==> config.mk <==
export PLATFORM = sky130hd
export DESIGN_NAME = sobel_window_sequencer
export DESIGN_NICKNAME = d
export VERILOG_FILES = /design/src/rtl/sobel_window_sequencer.sv
export SDC_FILE = /design/constraint.sdc
export NUM_CORES = 1
export LEC_CHECK = 0
export ABC_AREA = 0
export CAP_MARGIN = 20
export CORE_AREA = 2 2 103 105
export CTS_CLUSTER_DIAMETER = 30
export DETAILED_ROUTE_END_ITERATION = 12
export DIE_AREA = 0 0 105 107
export GPL_TIMING_DRIVEN = 0
export SYNTH_ARGS = -nofsm -noshare
export SYNTH_HDL_FRONTEND = slang
export SYNTH_SLANG_ARGS = --single-unit
==> constraint.sdc <==
create_clock -name clk -period 2.8 [get_ports clk]
set_input_delay 0.56 -clock clk [delete_from_list [all_inputs] [get_ports clk]]
set_output_delay 0.56 -clock clk [all_outputs]
set_load 0.02 [all_outputs]
==> src/rtl/sobel_window_sequencer.sv <==
// Multicycle custom-instruction sequencer for the Sobel line-buffer datapath.
// Optional ack watchdog: define SOBEL_ACK_TIMEOUT_EN.
module sobel_window_sequencer #(
    parameter int ROW_PIXELS = 64,
    localparam int SLOTS  = ROW_PIXELS / 8,
    localparam int SLOT_W = (SLOTS > 1) ? $clog2(SLOTS) : 1,
    localparam int COL_W  = $clog2(ROW_PIXELS)
) (
    input  logic              clk,
    input  logic              reset,
    input  logic              clk_en,
    input  logic              start,
    input  logic [1:0]        n,
    input  logic [31:0]       dataa,
    input  logic [31:0]       datab,
    output logic              done,
    output logic [31:0]       result,
    output logic              row_wr_en,
    output logic [SLOT_W-1:0] row_wr_slot,
    output logic              row_rotate,
    output logic              dp_req,
    output logic [COL_W-1:0]  dp_col,
    output logic              dp_left_edge,
    output logic              dp_right_edge,
    input  logic              dp_ack,
    input  logic [3:0]        dp_mag
);

    typedef enum logic [2:0] {
        S_IDLE,
        S_STORE,
        S_COMPUTE,
        S_ADVANCE,
        S_CLEAR,
        S_DONE
    } state_t;

    localparam logic [1:0] OP_PUSH   = 2'd0;
    localparam logic [1:0] OP_CLEAR  = 2'd1;
    localparam logic [1:0] OP_STATUS = 2'd2;

    state_t            state;
    logic [SLOT_W-1:0] slot;
    logic [1:0]        rows_filled;
    logic [2:0]        k;
    logic              err_bit;
    logic [7:0]        slot_wide;
    logic [31:0]       status_word;

    // The pixel buses feed the line buffers directly; only the write strobe comes from here.
    logic unused_pixels;
    assign unused_pixels = ^{dataa, datab};

`ifdef SOBEL_ACK_TIMEOUT_EN
    logic [3:0] to_cnt;
    logic       err;
    assign err_bit = err;
`else
    assign err_bit = 1'b0;
`endif

    assign slot_wide   = 8'(slot);
    assign status_word = {err_bit, 15'h0, 6'h0, rows_filled, 5'h0, slot_wide[2:0]};

    function automatic logic [COL_W-1:0] col_of(input logic [SLOT_W-1:0] s, input logic [2:0] kk);
        return COL_W'({s, kk});
    endfunction

    function automatic logic is_right(input logic [COL_W-1:0] c);
        return c == COL_W'(ROW_PIXELS - 1);
    endfunction

    // NOTE: every register here is assigned with <= so all updates see pre-edge values.
    always_ff @(posedge clk) begin
        if (reset) begin
            state         <= S_IDLE;
            slot          <= '0;
            rows_filled   <= '0;
            k             <= '0;
            done          <= 1'b0;
            result        <= '0;
            row_wr_en     <= 1'b0;
            row_wr_slot   <= '0;
            row_rotate    <= 1'b0;
            dp_req        <= 1'b0;
            dp_col        <= '0;
            dp_left_edge  <= 1'b0;
            dp_right_edge <= 1'b0;
`ifdef SOBEL_ACK_TIMEOUT_EN
            to_cnt        <= '0;
            err           <= 1'b0;
`endif
        end else if (clk_en) begin
            // Strobes default low so each one is a single-cycle pulse.
            done       <= 1'b0;
            row_wr_en  <= 1'b0;
            row_rotate <= 1'b0;

            case (state)
                S_IDLE: begin
                    if (start) begin
                        result <= '0;
                        case (n)
                            OP_PUSH: begin
                                state       <= S_STORE;
                                row_wr_en   <= 1'b1;
                                row_wr_slot <= slot;
                            end
                            OP_CLEAR: state <= S_CLEAR;
                            OP_STATUS: begin
                                result <= status_word;
                                state  <= S_DONE;
                                done   <= 1'b1;
                            end
                            default: begin
                                state <= S_DONE;
                                done  <= 1'b1;
                            end
                        endcase
                    end
                end

                S_STORE: begin
                    if (rows_filled == 2'd2) begin
                        state         <= S_COMPUTE;
                        k             <= '0;
                        dp_req        <= 1'b1;
                        dp_col        <= col_of(slot, 3'd0);
                        dp_left_edge  <= (col_of(slot, 3'd0) == '0);
                        dp_right_edge <= is_right(col_of(slot, 3'd0));
`ifdef SOBEL_ACK_TIMEOUT_EN
                        to_cnt        <= '0;
`endif
                    end else begin
                        state <= S_ADVANCE;
                    end
                end

                S_COMPUTE: begin
                    if (dp_ack) begin
                        result[4*k +: 4] <= dp_mag;
`ifdef SOBEL_ACK_TIMEOUT_EN
                        to_cnt           <= '0;
`endif
                        if (k == 3'd7) begin
                            dp_req        <= 1'b0;
                            dp_left_edge  <= 1'b0;
                            dp_right_edge <= 1'b0;
                            state         <= S_ADVANCE;
                        end else begin
                            k             <= k + 3'd1;
                            dp_col        <= col_of(slot, k + 3'd1);
                            dp_left_edge  <= (col_of(slot, k + 3'd1) == '0);
                            dp_right_edge <= is_right(col_of(slot, k + 3'd1));
                        end
                    end
`ifdef SOBEL_ACK_TIMEOUT_EN
                    else if (to_cnt == 4'd15) begin
                        result        <= 32'hFFFF_FFFF;
                        err           <= 1'b1;
                        to_cnt        <= '0;
                        dp_req        <= 1'b0;
                        dp_left_edge  <= 1'b0;
                        dp_right_edge <= 1'b0;
                        state         <= S_ADVANCE;
                    end else begin
                        to_cnt <= to_cnt + 4'd1;
                    end
`endif
                end

                S_ADVANCE: begin
                    if (slot == SLOT_W'(SLOTS - 1)) begin
                        slot       <= '0;
                        row_rotate <= 1'b1;
                        if (rows_filled != 2'd2)
                            rows_filled <= rows_filled + 2'd1;
                    end else begin
                        slot <= slot + SLOT_W'(1);
                    end
                    state <= S_DONE;
                    done  <= 1'b1;
                end

                S_CLEAR: begin
                    slot        <= '0;
                    rows_filled <= '0;
                    k           <= '0;
                    result      <= '0;
`ifdef SOBEL_ACK_TIMEOUT_EN
                    err         <= 1'b0;
`endif
                    state       <= S_DONE;
                    done        <= 1'b1;
                end

                S_DONE:  state <= S_IDLE;
                default: state <= S_IDLE;
            endcase
        end
    end

endmodule
==> impl_metrics.toml <==
[synth]
yosys-top-cells-area = "dfxtp_1 39%, mux2i_1 7.8%, ha_1 4.6%, nor2_1 4.2%, a21oi_1 3.7%"
synthXorXnorAreaFrac_pct = 0.295
ys_seq_area_share_pct = 39.1
synth_nets = 398
synth_compound_gate_area_share_pct = 19.3
synth_ff_type = "dfxtp_1"
synth_mux_area_share_pct = 8.51
netlist_area_mm2 = 0.00297
synthArstFlopShare_pct = 0
synth-simple-area-share_pct = 22.8
yosysTopAreaCellShare_pct = 39.1
synth_fa_ha_area_share_pct = 4.64
yosysWarnings = 0
avgSynthCellArea_um2 = 9.52
synth.largest_area_cell = "dfxtp_1"
syn_inst = 312
ys_seq_elements = 58
synth_top_family_by_area = "simple AND/OR/NAND/NOR gates"
synth_edf_count = 0
yosys.cell_types.count = 63
synth_commonest_cells = "58 x dfxtp_1, 33 x nor2_1, 23 x mux2i_1"
yosysMostFrequentCell = "dfxtp_1"

[cts]
cts.sinks = 58
clk_latency_ns = 0.35
cts_resized = 0
cts-root-buf = "clkbuf_8"
cts_tree = "built"
cts_buffer_depth = 2
htree_num_levels = 3
clk_pin_slew_worst_paths_ns = 0.06
postCtsSetupBuffers = 0
postCtsHoldBufs = 0
cts_buffers = 9

[floorplanning]
chipHeight_um = 107
ios = 122
placeableCoreArea_mm2 = 0.0101
start_util_pct = 29.4
std_cell_rows = 37
die_x_um = 105
die_area_mm2 = 0.0112

[cells_and_area]
num-fill-cells = 1030
num-nets-final = 464
final_layout_size_suffix_gt1_share_pct = 12.5
num_antenna_cells = 0
areaGrowthSynthToFinish_pct = 31.6
multi_input_area_mm2 = 0.00165
seqCellArea_mm2 = 0.00116

[power]
total_power_mw = 1.90
combinationalPowerShare_pct = 10.0
switchingPower_mw = 0.469
clkPwrFrac_pct = 45.8
power.density_mw_per_mm2 = 486
leakagePower_nw = 1.37
internal_power_mw = 1.43
switching_share_pct = 24.7
ir_drop_mv = 0.270
p_seq_share_pct = 44.2

[worst_setup_path]
end_kind = "flop"
path_max_fanout = 10
critPathRequiredTime_ns = 3.03
arrival_ns = 2.78
cp-start-kind = "flop"
critical_path_class = "flop to flop"

[global_routing]
grt_util_all_layers_pct = 14.8
met1_usage_pct = 18.6
globalRouteOverflowTotal = 0
grt_pass1_vias = 2643
met2_usage_pct = 23.7
use_met3_pct = 4.86
grt_max_degree = 11
grt-busiest-layer = "met2"
antenna_found_initial = 0
grt_pass1_wl_mm = 13.2

[route]
viasPerCell = 4.97
route.detailed.drc = 0
wirelength_mm = 7.93
wl_per_cell_um = 15.3
drtIter0Drc = 152
vias = 2582
antenna_left = 0
drt_pre_antenna_iters = 4

[hold_path]
min_path_type = "flop to flop"

[timing]
fin_crit_ns = 2.55
max_freq_mhz = 392
drv_slew = 0
rsz0062_at_grt = "false"
skew_ns = 0.0122
fin_crit_sh_pct = 91.2
fin_setup_tns_ns = 0
relSlewSlack_pct = 57.1
tightest_slew_ns = 0.642
setup_viol = 0
finalHoldViolCount = 0

[placement]
post-dp-hpwl_mm = 5.82
routabilityCongestion = 0.801
port-buffer-count = 55

[status]
status = "complete, no violations"

[job]
cap_violations = 0
layer usage:
layer  vias up  part of all wire (%)
met1      1231                    46
met5         -                     0
met3        10                   5.9
li1       1277                     -
met2        64                    46
met4         0                   1.4
power groups by stage:
stage	sequential [mW]	combinational [mW]	clock, mW
floorplan	0.861	0.125	0
global placement	0.859	0.187	0
detailed placement	0.859	0.188	0
CTS	0.840	0.189	0.886
global route	0.841	0.208	0.922
finish	0.840	0.190	0.870
kinds of logic after synthesis:
family	count (synthesis)
AOI/OAI and AO/OA	76
xor gates and xnor gates	1
muxes	25
adders and majority gates	11
DFF	58
and+or+nand+nor	111
buffers and inverters	30
layout by cell type (no fill, tap or decap), types with 2 or more instances in the layout:
cell	synthesis	final
clkdlybuf4s50_1	0	55
inv_1	14	14
nand4_1	13	13
buf_2	4	4
buf_6	5	5
o21ai_0	13	13
a31oi_1	2	2
mux2_2	2	2
and3b_1	3	3
a22o_1	9	9
or4_1	2	2
and3_1	4	4
ha_1	11	11
nand3_1	3	3
nor2_1	33	33
a211oi_2	4	4
clkbuf_1	5	6
nand2_1	15	15
bufinv_16	0	2
mux2i_1	23	23
nand2b_1	7	7
a211o_1	3	3
clkinv_2	0	2
or2_2	2	2
o41ai_1	3	3
a32o_1	4	4
nor3_1	4	4
nor3b_1	2	2
and2_1	3	3
nor2b_1	4	4
nor3b_2	2	2
clkbuf_8	0	10
dfxtp_1	58	58
a21oi_1	22	22
critical path: stages, from the launching register on:
cell and delay [ns]:
dfxtp_1 0.57, inv_1 0.21, ha_1 0.27, ha_1 0.26, or2_4 0.29, nor3_2 0.37, o21ai_0 0.18, a32o_1 0.29
area by class of cell:
type	count	share of cell area (%)
flip-flops and latches	58	29.7
plain buffers	15	2.62
repair buffers	55	14.1
clock inverters	5	1.98
clock buffers	11	3.62
well taps	136	4.35
inverters	15	1.44
multi-input cells	224	42.2
worst paths after layout:
check	start	to	slack [ns]	cells past startpoint
worst max-delay path	k[0]	result[8]	0.25	7
worst min-delay path	dp_right_edge	dp_right_edge	0.47	2
worst max register to register	k[0]	result[8]	0.25	7
worst min register to register	dp_right_edge	dp_right_edge	0.47	2
state kept, by name (all words and copies together), names as in the netlist:
name / cells
result: 32
dp_col: 6
k: 3
row_wr_slot: 3
slot: 3
state: 3
rows_filled: 2
done: 1
dp_left_edge: 1
dp_req: 1
dp_right_edge: 1
row_rotate: 1
row_wr_en: 1
metrics by stage:
stage               utilization [%]  instance area, µm²  setup slack (ns)  hold WS [ns]  std cells
floorplan                         -                2970             0.542         0.498        312
global placement               36.6                3690             0.300         0.462        503
detailed placement             36.6                3690             0.212         0.464        503
CTS                            38.7                3910             0.215         0.474        519
global route                   38.7                3910           0.00219         0.494        519
finish                         38.7                3910             0.246         0.467        519
No activity file was read; power rests on OpenSTA's default activity.
